===== src/rtl/rv_decode_pkg.sv =====
// Shared RV32I decode definitions: opcodes, ALU operation codes and immediate formats.
// The execute stage imports the same ALU codes.
package rv_decode_pkg;

  localparam logic [6:0] OP_R      = 7'b0110011;
  localparam logic [6:0] OP_IMM    = 7'b0010011;
  localparam logic [6:0] OP_LOAD   = 7'b0000011;
  localparam logic [6:0] OP_STORE  = 7'b0100011;
  localparam logic [6:0] OP_BRANCH = 7'b1100011;
  localparam logic [6:0] OP_JAL    = 7'b1101111;
  localparam logic [6:0] OP_JALR   = 7'b1100111;
  localparam logic [6:0] OP_LUI    = 7'b0110111;
  localparam logic [6:0] OP_AUIPC  = 7'b0010111;

  typedef enum logic [3:0] {
    ALU_ADD   = 4'd0,
    ALU_SUB   = 4'd1,
    ALU_SLL   = 4'd2,
    ALU_SLT   = 4'd3,
    ALU_SLTU  = 4'd4,
    ALU_XOR   = 4'd5,
    ALU_SRL   = 4'd6,
    ALU_SRA   = 4'd7,
    ALU_OR    = 4'd8,
    ALU_AND   = 4'd9,
    ALU_PASSB = 4'd10
  } alu_op_e;

  typedef enum logic [2:0] {IMM_NONE, IMM_I, IMM_S, IMM_B, IMM_U, IMM_J} imm_fmt_e;

  typedef struct packed {
    alu_op_e alu_op;
    logic    alu_src;
    logic    reg_write;
    logic    mem_read;
    logic    mem_write;
    logic    branch;
    logic    jump;
    logic    illegal;
  } ctrl_t;

  function automatic logic signed [31:0] imm_gen(imm_fmt_e fmt, logic [31:0] ins);
    logic signed [31:0] imm;
    imm = '0;
    case (fmt)
      IMM_I:   imm = {{20{ins[31]}}, ins[31:20]};
      IMM_S:   imm = {{20{ins[31]}}, ins[31:25], ins[11:7]};
      IMM_B:   imm = {{19{ins[31]}}, ins[31], ins[7], ins[30:25], ins[11:8], 1'b0};
      IMM_U:   imm = {ins[31:12], 12'b0};
      IMM_J:   imm = {{11{ins[31]}}, ins[31], ins[19:12], ins[20], ins[30:21], 1'b0};
      default: imm = '0;
    endcase
    return imm;
  endfunction

  // funct7[5] selects SUB only for register-register ops; SRA applies to both forms.
  function automatic alu_op_e alu_from_funct(logic [2:0] f3, logic alt, logic is_reg);
    alu_op_e op;
    case (f3)
      3'b000:  op = (is_reg && alt) ? ALU_SUB : ALU_ADD;
      3'b001:  op = ALU_SLL;
      3'b010:  op = ALU_SLT;
      3'b011:  op = ALU_SLTU;
      3'b100:  op = ALU_XOR;
      3'b101:  op = alt ? ALU_SRA : ALU_SRL;
      3'b110:  op = ALU_OR;
      default: op = ALU_AND;
    endcase
    return op;
  endfunction

endpackage


===== src/rtl/decode_stage_if.sv =====
// Decode-stage bus: fetch/hazard/write-back inputs and the execute-facing outputs.
interface decode_if #(parameter int XLEN = 32);
  logic [31:0]     instr_i;
  logic            instr_valid_i;
  logic            stall_i;
  logic            flush_i;
  logic            wb_en_i;
  logic [4:0]      wb_rd_i;
  logic [XLEN-1:0] wb_data_i;
  logic            valid_o;
  logic [4:0]      rs1_o;
  logic [4:0]      rs2_o;
  logic [4:0]      rd_o;
  logic [XLEN-1:0] rs1_data_o;
  logic [XLEN-1:0] rs2_data_o;
  logic [XLEN-1:0] imm_o;
  logic [3:0]      alu_op_o;
  logic            alu_src_o;
  logic            reg_write_o;
  logic            mem_read_o;
  logic            mem_write_o;
  logic            branch_o;
  logic            jump_o;
  logic            illegal_o;

  modport master (
    output instr_i, instr_valid_i, stall_i, flush_i, wb_en_i, wb_rd_i, wb_data_i,
    input  valid_o, rs1_o, rs2_o, rd_o, rs1_data_o, rs2_data_o, imm_o, alu_op_o,
           alu_src_o, reg_write_o, mem_read_o, mem_write_o, branch_o, jump_o, illegal_o
  );

  modport slave (
    input  instr_i, instr_valid_i, stall_i, flush_i, wb_en_i, wb_rd_i, wb_data_i,
    output valid_o, rs1_o, rs2_o, rd_o, rs1_data_o, rs2_data_o, imm_o, alu_op_o,
           alu_src_o, reg_write_o, mem_read_o, mem_write_o, branch_o, jump_o, illegal_o
  );
endinterface


===== src/rtl/decode_stage_reg_file.sv =====
// Register file: async clear, one write port, two combinational read ports with
// write-back bypass; entry 0 always reads zero.
module reg_file #(
  parameter int XLEN = 32,
  parameter int NREG = 32,
  localparam int AW  = $clog2(NREG)
) (
  input  logic            clk1,
  input  logic            rst,
  input  logic            we,
  input  logic [AW-1:0]   waddr,
  input  logic [XLEN-1:0] wdata,
  input  logic [AW-1:0]   raddr1,
  input  logic [AW-1:0]   raddr2,
  output logic [XLEN-1:0] rdata1,
  output logic [XLEN-1:0] rdata2
);

  logic [XLEN-1:0] regs [NREG];

  always_ff @(posedge clk1 or negedge rst) begin
    if (!rst) begin
      for (int i = 0; i < NREG; i++) regs[i] <= '0;
    end else if (we && waddr != '0) begin
      regs[waddr] <= wdata;
    end
  end

  function automatic logic [XLEN-1:0] read_port(logic [AW-1:0] ra);
    logic [XLEN-1:0] d;
    if (ra == '0)                  d = '0;
    else if (we && waddr == ra)    d = wdata;
    else                           d = regs[ra];
    return d;
  endfunction

  always_comb begin
    rdata1 = read_port(raddr1);
    rdata2 = read_port(raddr2);
  end

endmodule


===== src/rtl/decode_stage.sv =====
// RV32I decode stage: combinational decode and operand read (p0) feeding a
// stallable, flushable pipeline register (p1) towards execute.
module decode_stage
  import rv_decode_pkg::*;
#(
  parameter int XLEN = 32,
  parameter int NREG = 32
) (
  input  logic      clk1,
  input  logic      rst,
  decode_if.slave   bus
);

  logic [6:0]             opcode_p0;
  logic [2:0]             funct3_p0;
  logic                   alt_p0;
  logic [4:0]             rs1_p0, rs2_p0, rd_p0;
  imm_fmt_e               fmt_p0;
  ctrl_t                  ctrl_p0;
  logic signed [XLEN-1:0] imm_p0;
  logic [XLEN-1:0]        rs1_data_p0, rs2_data_p0;

  assign opcode_p0 = bus.instr_i[6:0];
  assign rd_p0     = bus.instr_i[11:7];
  assign funct3_p0 = bus.instr_i[14:12];
  assign rs1_p0    = bus.instr_i[19:15];
  assign rs2_p0    = bus.instr_i[24:20];
  assign alt_p0    = bus.instr_i[30];

  always_comb begin
    ctrl_p0        = '0;
    ctrl_p0.alu_op = ALU_ADD;
    fmt_p0         = IMM_NONE;
    case (opcode_p0)
      OP_R:      begin ctrl_p0.reg_write = 1'b1; ctrl_p0.alu_op = alu_from_funct(funct3_p0, alt_p0, 1'b1); end
      OP_IMM:    begin fmt_p0 = IMM_I; ctrl_p0.alu_src = 1'b1; ctrl_p0.reg_write = 1'b1;
                       ctrl_p0.alu_op = alu_from_funct(funct3_p0, alt_p0, 1'b0); end
      OP_LOAD:   begin fmt_p0 = IMM_I; ctrl_p0.alu_src = 1'b1; ctrl_p0.reg_write = 1'b1; ctrl_p0.mem_read = 1'b1; end
      OP_STORE:  begin fmt_p0 = IMM_S; ctrl_p0.alu_src = 1'b1; ctrl_p0.mem_write = 1'b1; end
      OP_BRANCH: begin fmt_p0 = IMM_B; ctrl_p0.branch = 1'b1; ctrl_p0.alu_op = ALU_SUB; end
      OP_JAL:    begin fmt_p0 = IMM_J; ctrl_p0.alu_src = 1'b1; ctrl_p0.reg_write = 1'b1; ctrl_p0.jump = 1'b1; end
      OP_JALR:   begin fmt_p0 = IMM_I; ctrl_p0.alu_src = 1'b1; ctrl_p0.reg_write = 1'b1; ctrl_p0.jump = 1'b1; end
      OP_LUI:    begin fmt_p0 = IMM_U; ctrl_p0.alu_src = 1'b1; ctrl_p0.reg_write = 1'b1; ctrl_p0.alu_op = ALU_PASSB; end
      OP_AUIPC:  begin fmt_p0 = IMM_U; ctrl_p0.alu_src = 1'b1; ctrl_p0.reg_write = 1'b1; end
      default:   ctrl_p0.illegal = 1'b1;
    endcase
    // A bubble must not cause side effects downstream.
    if (!bus.instr_valid_i) begin
      ctrl_p0.reg_write = 1'b0;
      ctrl_p0.mem_read  = 1'b0;
      ctrl_p0.mem_write = 1'b0;
      ctrl_p0.branch    = 1'b0;
      ctrl_p0.jump      = 1'b0;
      ctrl_p0.illegal   = 1'b0;
    end
  end

  assign imm_p0 = XLEN'(imm_gen(fmt_p0, bus.instr_i));

  reg_file #(.XLEN(XLEN), .NREG(NREG)) u_reg_file (
    .clk1   (clk1),
    .rst    (rst),
    .we     (bus.wb_en_i),
    .waddr  (bus.wb_rd_i),
    .wdata  (bus.wb_data_i),
    .raddr1 (rs1_p0),
    .raddr2 (rs2_p0),
    .rdata1 (rs1_data_p0),
    .rdata2 (rs2_data_p0)
  );

  // ---- p0 -> p1 pipeline register ----
  logic            vld_p1;
  ctrl_t           ctrl_p1;
  logic [4:0]      rs1_p1, rs2_p1, rd_p1;
  logic [XLEN-1:0] rs1_data_p1, rs2_data_p1, imm_p1;
  logic            hit1_p1, hit2_p1;

  // A stalled instruction keeps its operands fresh against later write-backs.
  assign hit1_p1 = bus.wb_en_i && (bus.wb_rd_i == rs1_p1) && (rs1_p1 != 5'd0);
  assign hit2_p1 = bus.wb_en_i && (bus.wb_rd_i == rs2_p1) && (rs2_p1 != 5'd0);

  always_ff @(posedge clk1 or negedge rst) begin
    if (!rst) begin
      vld_p1      <= 1'b0;
      ctrl_p1     <= '0;
      rs1_p1      <= '0;
      rs2_p1      <= '0;
      rd_p1       <= '0;
      rs1_data_p1 <= '0;
      rs2_data_p1 <= '0;
      imm_p1      <= '0;
    end else if (bus.flush_i) begin
      vld_p1            <= 1'b0;
      ctrl_p1.reg_write <= 1'b0;
      ctrl_p1.mem_read  <= 1'b0;
      ctrl_p1.mem_write <= 1'b0;
      ctrl_p1.branch    <= 1'b0;
      ctrl_p1.jump      <= 1'b0;
      ctrl_p1.illegal   <= 1'b0;
    end else if (bus.stall_i) begin
      if (hit1_p1) rs1_data_p1 <= bus.wb_data_i;
      if (hit2_p1) rs2_data_p1 <= bus.wb_data_i;
    end else begin
      vld_p1      <= bus.instr_valid_i;
      ctrl_p1     <= ctrl_p0;
      rs1_p1      <= rs1_p0;
      rs2_p1      <= rs2_p0;
      rd_p1       <= rd_p0;
      rs1_data_p1 <= rs1_data_p0;
      rs2_data_p1 <= rs2_data_p0;
      imm_p1      <= imm_p0;
    end
  end

  assign bus.valid_o     = vld_p1;
  assign bus.rs1_o       = rs1_p1;
  assign bus.rs2_o       = rs2_p1;
  assign bus.rd_o        = rd_p1;
  assign bus.rs1_data_o  = rs1_data_p1;
  assign bus.rs2_data_o  = rs2_data_p1;
  assign bus.imm_o       = imm_p1;
  assign bus.alu_op_o    = ctrl_p1.alu_op;
  assign bus.alu_src_o   = ctrl_p1.alu_src;
  assign bus.reg_write_o = ctrl_p1.reg_write;
  assign bus.mem_read_o  = ctrl_p1.mem_read;
  assign bus.mem_write_o = ctrl_p1.mem_write;
  assign bus.branch_o    = ctrl_p1.branch;
  assign bus.jump_o      = ctrl_p1.jump;
  assign bus.illegal_o   = ctrl_p1.illegal;

endmodule


===== src/flat_wrapper.sv =====
// flat-port wrapper written by rule: the top's interface ports become plain ports
module decode_stage_flat import rv_decode_pkg::*;
#(
  parameter int XLEN = 32,
  parameter int NREG = 32
)
  (clk1, rst, bus_instr_i, bus_instr_valid_i, bus_stall_i, bus_flush_i, bus_wb_en_i, bus_wb_rd_i, bus_wb_data_i, bus_valid_o, bus_rs1_o, bus_rs2_o, bus_rd_o, bus_rs1_data_o, bus_rs2_data_o, bus_imm_o, bus_alu_op_o, bus_alu_src_o, bus_reg_write_o, bus_mem_read_o, bus_mem_write_o, bus_branch_o, bus_jump_o, bus_illegal_o);
  decode_if #(.XLEN(XLEN)) bus_i ();
  input  logic clk1;
  input  logic rst;
  input wire logic [$bits(bus_i.instr_i)-1:0] bus_instr_i;
  input wire logic [$bits(bus_i.instr_valid_i)-1:0] bus_instr_valid_i;
  input wire logic [$bits(bus_i.stall_i)-1:0] bus_stall_i;
  input wire logic [$bits(bus_i.flush_i)-1:0] bus_flush_i;
  input wire logic [$bits(bus_i.wb_en_i)-1:0] bus_wb_en_i;
  input wire logic [$bits(bus_i.wb_rd_i)-1:0] bus_wb_rd_i;
  input wire logic [$bits(bus_i.wb_data_i)-1:0] bus_wb_data_i;
  output wire logic [$bits(bus_i.valid_o)-1:0] bus_valid_o;
  output wire logic [$bits(bus_i.rs1_o)-1:0] bus_rs1_o;
  output wire logic [$bits(bus_i.rs2_o)-1:0] bus_rs2_o;
  output wire logic [$bits(bus_i.rd_o)-1:0] bus_rd_o;
  output wire logic [$bits(bus_i.rs1_data_o)-1:0] bus_rs1_data_o;
  output wire logic [$bits(bus_i.rs2_data_o)-1:0] bus_rs2_data_o;
  output wire logic [$bits(bus_i.imm_o)-1:0] bus_imm_o;
  output wire logic [$bits(bus_i.alu_op_o)-1:0] bus_alu_op_o;
  output wire logic [$bits(bus_i.alu_src_o)-1:0] bus_alu_src_o;
  output wire logic [$bits(bus_i.reg_write_o)-1:0] bus_reg_write_o;
  output wire logic [$bits(bus_i.mem_read_o)-1:0] bus_mem_read_o;
  output wire logic [$bits(bus_i.mem_write_o)-1:0] bus_mem_write_o;
  output wire logic [$bits(bus_i.branch_o)-1:0] bus_branch_o;
  output wire logic [$bits(bus_i.jump_o)-1:0] bus_jump_o;
  output wire logic [$bits(bus_i.illegal_o)-1:0] bus_illegal_o;
  assign bus_i.instr_i = bus_instr_i;
  assign bus_i.instr_valid_i = bus_instr_valid_i;
  assign bus_i.stall_i = bus_stall_i;
  assign bus_i.flush_i = bus_flush_i;
  assign bus_i.wb_en_i = bus_wb_en_i;
  assign bus_i.wb_rd_i = bus_wb_rd_i;
  assign bus_i.wb_data_i = bus_wb_data_i;
  assign bus_valid_o = bus_i.valid_o;
  assign bus_rs1_o = bus_i.rs1_o;
  assign bus_rs2_o = bus_i.rs2_o;
  assign bus_rd_o = bus_i.rd_o;
  assign bus_rs1_data_o = bus_i.rs1_data_o;
  assign bus_rs2_data_o = bus_i.rs2_data_o;
  assign bus_imm_o = bus_i.imm_o;
  assign bus_alu_op_o = bus_i.alu_op_o;
  assign bus_alu_src_o = bus_i.alu_src_o;
  assign bus_reg_write_o = bus_i.reg_write_o;
  assign bus_mem_read_o = bus_i.mem_read_o;
  assign bus_mem_write_o = bus_i.mem_write_o;
  assign bus_branch_o = bus_i.branch_o;
  assign bus_jump_o = bus_i.jump_o;
  assign bus_illegal_o = bus_i.illegal_o;
  decode_stage #(.XLEN(XLEN), .NREG(NREG)) u_core (.clk1(clk1), .rst(rst), .bus(bus_i));
endmodule

===== config.mk =====
export PLATFORM = sky130hd
export DESIGN_NAME = decode_stage_flat
export DESIGN_NICKNAME = d
export VERILOG_FILES = /design/src/rtl/rv_decode_pkg.sv /design/src/rtl/decode_stage_if.sv /design/src/rtl/decode_stage_reg_file.sv /design/src/rtl/decode_stage.sv /design/src/flat_wrapper.sv
export SDC_FILE = /design/constraint.sdc
export NUM_CORES = 2
export LEC_CHECK = 0
export CELL_PAD_IN_SITES_DETAIL_PLACEMENT = 1
export CELL_PAD_IN_SITES_GLOBAL_PLACEMENT = 1
export CORE_MARGIN = 5
export CORE_UTILIZATION = 56
export CTS_BUF_LIST = sky130_fd_sc_hd__clkbuf_16
export CTS_CLUSTER_DIAMETER = 120
export DETAILED_ROUTE_END_ITERATION = 8
export PLACE_DENSITY_LB_ADDON = 0.08
export SLEW_MARGIN = 20
export SYNTH_ARGS = -nofsm -noshare
export SYNTH_HDL_FRONTEND = slang
export SYNTH_SLANG_ARGS = --single-unit

===== constraint.sdc =====
create_clock -name clk1 -period 3.1 [get_ports clk1]
set_clock_uncertainty 0.1 [all_clocks]
set_input_delay 0.465 -clock clk1 [delete_from_list [all_inputs] [get_ports clk1]]
set_output_delay 0.465 -clock clk1 [all_outputs]
set_load 0.1 [all_outputs]

Word-level counts from Yosys, hierarchy flattened
Cells that the tools add are included.
Storage, ports and cells
  output and inout port bits: 123
  logic and storage cells: 142
  flip-flop bits (word level): 1147
  input bits: 75
Cells by class
  mux-type cells: 36
  reductions and logical operators: 23
  equal/unequal tests: 27
  bitwise gates (word level): 5
  order comparisons: 4
Operator list (number)
  1024-bit bitwise mux: 1
  32-bit 2-to-1 mux: 13
  32-bit binary-select mux with 5-bit select: 2
  32-bit demux with 5-bit select: 1
  32-bit one-hot mux with 5 select lines: 1
  4-bit one-hot mux with 7 select lines: 2
  7-bit by 6-bit == test with 1-bit output, second input constant: 3
  7-bit == test, second input constant: 3
  5-bit == test: 4
  6-bit greater-or-equal comparator, second input constant: 3
  6-bit 2-to-1 mux: 3
  5-bit NOT with 6-bit output: 3
  4-bit one-hot mux with 4 select lines: 1
  3-bit == test, second input constant: 5
  3-bit one-hot mux with 5 select lines: 1
  5-bit nonzero test: 3
  7-bit by 5-bit == test with 1-bit output, second input constant: 2
  7-bit OR reduction: 2
  3-bit by 2-bit == test with 1-bit output, second input constant: 4
  1-bit 2-to-1 mux: 11
  5-bit logical NOT: 2
  9-bit OR reduction: 1
  1-bit logical AND: 8
  7-bit by 2-bit == test with 1-bit output, second input constant: 1
  other kinds (8): 15

Logic depth before layout (Yosys ltp)
  word-level depth: 7
  gate-level depth with buffers: 11

Modules after synthesis
From an unflattened synthesis, not the netlist that was laid out.
Unflattened totals
  cells, all modules: 4447
  area, all modules: 61664.1 um^2
Modules (own cells, without submodules)
  reg_file: cells each 3812, seq. area each 25624.6 um^2, times used 1, area an instance 55552.0 um^2
  decode_stage: cells each 635, seq. area each 3078.0 um^2, times used 1, area an instance 6112.1 um^2

Worst setup path after synthesis
No wires, ideal clock.
  kind: register -> register
  start: reg u_core.rs1_p1[3] (netlist: u_core.bus.rs1_o[3])
  end: reg u_core.rs1_data_p1[20] (netlist: u_core.bus.rs1_data_o[20])
  clock period less this slack: 2.497 ns
  data arrival time: 2.273 ns
  path slack: 0.603 ns
  stages on the path, launching flop included: 8
  cell sequence: dfrtp_1 xor2_1 nor3_2 a31oi_2 nor2_4 buf_2 o22ai_1 a211o_1
On the way
  cells in the longest elaborated chain, start to end: 5
Ends and longest elaborated chain
  from (decl): RTL line decode_stage.sv:75  | logic [4:0] rs1_p1, rs2_p1, rd_p1;
  from (signal assigned): RTL line decode_stage.sv:107  | rs1_p1 <= rs1_p0;
  5-bit == test: RTL line decode_stage.sv:80  | assign hit1_p1 = bus.wb_en_i && (bus.wb_rd_i == rs1_p1) && (rs1_p1 != 5'd0);
  1-bit logical AND: RTL line decode_stage.sv:80
  1-bit logical AND *: RTL line decode_stage.sv:80
  2-bit by 1-bit inequality test with 1-bit output (no source line) *
  2-bit AND reduction (no source line) *
  to (signal assigned): RTL line decode_stage.sv:102  | if (hit1_p1) rs1_data_p1 <= bus.wb_data_i;
  to (signal assigned): RTL line decode_stage.sv:110  | rs1_data_p1 <= rs1_data_p0;
  to (decl): RTL line decode_stage.sv:76  | logic [XLEN-1:0] rs1_data_p1, rs2_data_p1, imm_p1;
Every way passes the cells marked *; elsewhere a longest branch is shown, timed or not.
A chain may end at the register's enable or synchronous reset.

Final worst setup path
  start: in bus_instr_i[20]
  end: reg u_core.rs2_data_p1[8] (netlist: u_core.bus.rs2_data_o[8])
On the way
  cells in the longest elaborated chain, start to end: 7
Ends and longest elaborated chain
  from (decl): RTL line flat_wrapper.sv:11  | input wire logic [$bits(bus_i.instr_i)-1:0] bus_instr_i;
  5-bit NOT with 6-bit output (not written as such): RTL line decode_stage_reg_file.sv:33  | else d = regs[ra];
  32-bit binary-select mux with 5-bit select: RTL line decode_stage_reg_file.sv:33
  32-bit 2-to-1 mux (not written as such) (2 in a row): RTL line decode_stage_reg_file.sv:33
  32-bit 2-to-1 mux: RTL line decode_stage_reg_file.sv:32  | else if (we && waddr == ra) d = wdata;
  32-bit 2-to-1 mux *: RTL line decode_stage_reg_file.sv:31  | if (ra == '0) d = '0;
  32-bit 2-to-1 mux *: RTL line decode_stage.sv:101  | end else if (bus.stall_i) begin
  to (signal assigned): RTL line decode_stage.sv:103  | if (hit2_p1) rs2_data_p1 <= bus.wb_data_i;
  to (signal assigned): RTL line decode_stage.sv:111  | rs2_data_p1 <= rs2_data_p0;
  to (decl): RTL line decode_stage.sv:76
Every way passes the cells marked *; elsewhere a longest branch is shown, timed or not. The select of a mux whose other input is x is not followed.

==> summary.md <==
| Metric | Value |
|---|---|
| Root Buffer | clkbuf_16 |
| WHS | 67.75 ps |
| Seq/Total Area, Yosys | 0.4749 |
| RSZ-0062 raised after global routing | no |
| Seq cells post-synth | 1,147 |
| Reg2reg path depth | 7 |
| Total Routing Usage GR | 0.3586 |
| Boundary Pins | 198 |
| Pre-Repair DR Iteration Count | 5 |
| Syn Nets | 4,414 |
| CTS Buffer Depth | 3 |
| Via/cell ratio | roughly 7.0 |
| Net Sw Power | approximately 14,000 uW |
| Top cell by count, worst path | buf_12 |
| Critical Path Max Stage Delay | 570 ps |
| CP Class | input port to flop |
| Vias in the first global route | 45,668 |
| Combinational power share | 0.235 |
| Least-Margin Pin Slew | around 820 ps |
| Crit. End Element | flop |
| Sw frac | 0.3120 |
| Initial DRC count | 3,913 |
| Fin. max-slew vios | 0 |
| Unique cell type count in the Yosys netlist | 67 |
| WP data required | 3600 ps |
| Layout Nets | 4,572 |
| Remaining DRCs | 0 |
| Endpoints failing hold | 0 |
| Master of the slowest instance on the critical path | dlygate4sd3_1 |
| Primary FF master, synth | dfrtp_1 |
| Clock sink count | 1,147 |
| Initial antenna violation count | 4 |
| Worst setup endpoint | u_core.bus.rs2_data_o[8] |
| CTS tree | built |
| Relative slew margins | 0.4537 |
| Dpl cell area | 0.06546 mm^2 |
| Placeable Area | roughly 0.11 mm^2 |
| Design area | 0.06946 mm^2 |
| Drt wl/cell | around 34 um |
| Power share of the sequential group | 0.441 |
| Row Count | 120 |
| Flip-flop and latch area | 0.02870 mm^2 |
| Die Wd | 338.5 um |
| Ys async rst share | 1.000 |
| PortBufs | 197 |
| Min Clock Period, post-route | 2739 ps |
| # setup viols final | 0 |
| Area of the multi-input gates | 0.02959 mm^2 |
| Worst Setup Start Kind | input port |
| Worst Hold Class | input port to flop |
| Global-route wire length before repair | 310,900 um |
| Die H | around 340 um |
| Layout fillers | 9,758 |
| Synth warn | 0 |
| Crit path DAT | around 3200 ps |
| FF-to-FF Start | u_core.bus.rs2_o[1] |
| Critical Path Start | bus_instr_i[20] |
| Status | finished clean |
| Crit-path cells | dlygate4sd3_1 > buf_8 > buf_12 > buf_12 > mux4_2 > mux2i_1 > nor2_1 > a311oi_1 > buf_4 > a22oi_1 |
| Placed Cells | 5,766 |
| Clock slew at the register clock pins of the worst setup and hold paths | 60 ps |
| Pwr Density | 657.4 mW/mm^2 |
| Reg-to-reg slack, setup | about 800 ps |
| Crit share post-route | 0.8835 |
| Reg-to-Reg End | u_core.bus.rs2_data_o[8] |
| Area growth, synth to finish | 14.93% |
| Die ar. | around 0.11 mm^2 |
| Cell area after synthesis | 0.06044 mm^2 |
| Ratio of cells with drive above 1 in the final layout | 0.4632 |
| Post-Layout Cell Count | around 6,000 |
| Routability Congestion | 0.8416 |
| Synth Instances | roughly 4,300 |
| Clock Power Share | 0.324 |
| Routed WL | 205,800 um |
| Max H-tree Level | 4 |
| Pint | 31,420 uW |
| Fmax | 365.1 MHz |
| Starting density of the core | 0.5638 |
| Avg Inst Size Synth | 13.93 um^2 |
| Max_cap viols | 0 |
| Antenna-violating nets left | 0 |
| Post_cts resized | 0 |
| Number of synthesized flops with an enable pin | 0 |
| CTS buffer count | 130 |
| Fin util | 0.6479 |
| Maximum vdd drop | 0.4783 mV |
| Total grt overflow | 0 |
| Critical hold path startpoint | bus_instr_i[16] |
| P_leak | 0.03082 uW |
| Hpwl dp | roughly 130,000 um |
| Crit Path Max Fanout | 17 |
| Vias | 42,289 |
| Post-CTS setup buffers | 0 |
| Clk_lat worst skew | around 740 ps |
| Largest net degree at the start of global routing | 117 |
| Post-Route Setup TNS | 0 ps |
-- power groups by stage --
stage | Clock [uW] | Combinational (uW) | Sequential, uW
global route | 15700 | 11400 | 20400
finish | 14800 | 10700 | 20100
floorplan | 0 | 6360 | 20900
global placement | 0 | 10200 | 20000
detailed placement | 0 | 10600 | 20200
CTS | 15000 | 10700 | 20000
-- cells in the final DEF (no fill, tap or decap), types with 13 or more instances in the layout --
| cell | Yosys | final |
|---|---|---|
| a211o_1 | 29 | 29 |
| a21oi_1 | 106 | 106 |
| a221oi_1 | 64 | 64 |
| a22oi_1 | 157 | 157 |
| a22oi_2 | 20 | 20 |
| buf_12 | 0 | 108 |
| buf_4 | 42 | 315 |
| clkbuf_16 | 0 | 133 |
| clkdlybuf4s50_1 | 0 | 66 |
| clkinv_1 | 1 | 31 |
| clkinv_2 | 0 | 21 |
| dfrtp_1 | 1147 | 1147 |
| inv_1 | 33 | 63 |
| mux2_2 | 1026 | 1026 |
| mux2i_1 | 230 | 230 |
| mux4_2 | 418 | 418 |
| nand2_1 | 206 | 191 |
| nand2_2 | 0 | 15 |
| nand3_1 | 81 | 81 |
| nand4_1 | 13 | 13 |
| nor2_1 | 80 | 62 |
| nor2_4 | 1 | 18 |
| o211ai_1 | 13 | 13 |
| o21ai_0 | 77 | 77 |
| o22ai_1 | 31 | 31 |
-- cell usage after synthesis (7+ instances only) --
cell,instances,area share
buf_4,42,0.0052
buf_2,96,0.0079
a21oi_1,106,0.0088
dfrtp_1,1147,0.47
mux2i_1,230,0.038
buf_1,65,0.0040
a211oi_1,11,0.0014
a211o_1,29,0.0042
a221oi_1,64,0.0093
xor2_1,12,0.0017
a22oi_2,20,0.0041
o22ai_1,31,0.0032
nand4_1,13,0.0013
nor3b_1,7,0.00087
o211ai_1,13,0.0016
nand2_1,206,0.013
mux4_2,418,0.16
xnor2_1,8,0.0012
a22oi_1,157,0.020
inv_1,33,0.0020
nor2b_1,14,0.0014
mux2_2,1026,0.19
nand3_1,81,0.0067
nand3b_1,7,0.00087
nor2_1,80,0.0050
buf_6,28,0.0052
o21ai_0,77,0.0064
clkbuf_1,242,0.015
-- kinds of logic after synthesis --
kind of cell              after synthesis  synth area share
muxes                                1674            0.3850
DFF                                  1147            0.4749
AOI/OAI and AO/OA                     541           0.06327
buffers and inverters                 507           0.03956
and+or+nand+nor                       450           0.03435
xor gates and xnor gates               20          0.002898
-- stage by stage --
stage	power [uW]	setup WS, ps
final	45660	361.0
after global routing	47380	304.7
after CTS	45710	456.0
after detailed placement	30760	45.86
after global placement	30160	125.9
after floorplan	27220	603.1
-- worst min path at each step --
stage               slack, ps                      endpoint  cells past startpoint
floorplan                  70        u_core.bus.alu_op_o[0]                      0
global placement          280   u_core.u_reg_file.regs[993]                      0
detailed placement        280  u_core.u_reg_file.regs[1001]                      0
CTS                        40           u_core.bus.rs1_o[1]                      3
global route               60           u_core.bus.rs1_o[1]                      3
finish                     70           u_core.bus.rs1_o[1]                      3
-- registers in the layout, indices dropped and copies added, names as in the netlist --
| register | count |
|---|---|
| u_core.bus.mem_read_o | 1 |
| u_core.bus.rs2_data_o | 32 |
| u_core.bus.mem_write_o | 1 |
| u_core.bus.rs2_o | 5 |
| u_core.bus.alu_src_o | 1 |
| u_core.bus.reg_write_o | 1 |
| u_core.bus.rs1_data_o | 32 |
| u_core.bus.jump_o | 1 |
| u_core.bus.rs1_o | 5 |
| u_core.bus.imm_o | 32 |
| u_core.u_reg_file.regs | 1024 |
| u_core.bus.illegal_o | 1 |
| u_core.bus.branch_o | 1 |
| u_core.bus.rd_o | 5 |
| u_core.bus.valid_o | 1 |
| u_core.bus.alu_op_o | 4 |
-- worst max-delay path, delay by kind of cell --
family	cells	cell delay, ps
AOI/OAI and AO/OA	2	420
buffers and inverters	5	1440
and+or+nand+nor	1	80
muxes	2	770
-- final cells by class --
type	instances	area share
diodes	2	0.00007205
clock buffers	133	0.04791
clock inverters	98	0.009241
inverters	34	0.001837
multi-input cells	2685	0.4260
flip-flops and latches	1147	0.4132
well taps	1403	0.02527
repair buffers	499	0.07645
-- repair_timing --
item	in CTS	in global routing
hold buffers	2	0
endpoints found under the setup margin	0	0
hold endpoints to repair	51	0
-- routing by layer --
layer | vias up | GRT usage | wire length, um | part of all wire
met3 | 522 | 0.07902 | 16920 | 0.082
met1 | 22955 | 0.4928 | 82550 | 0.40
li1 | 16834 | - | - | -
met5 | - | 0 | 0 | 0
met2 | 1978 | 0.5638 | 97240 | 0.47
met4 | 0 | 0.1415 | 9098 | 0.044
No activity file was read; power rests on OpenSTA's default activity.
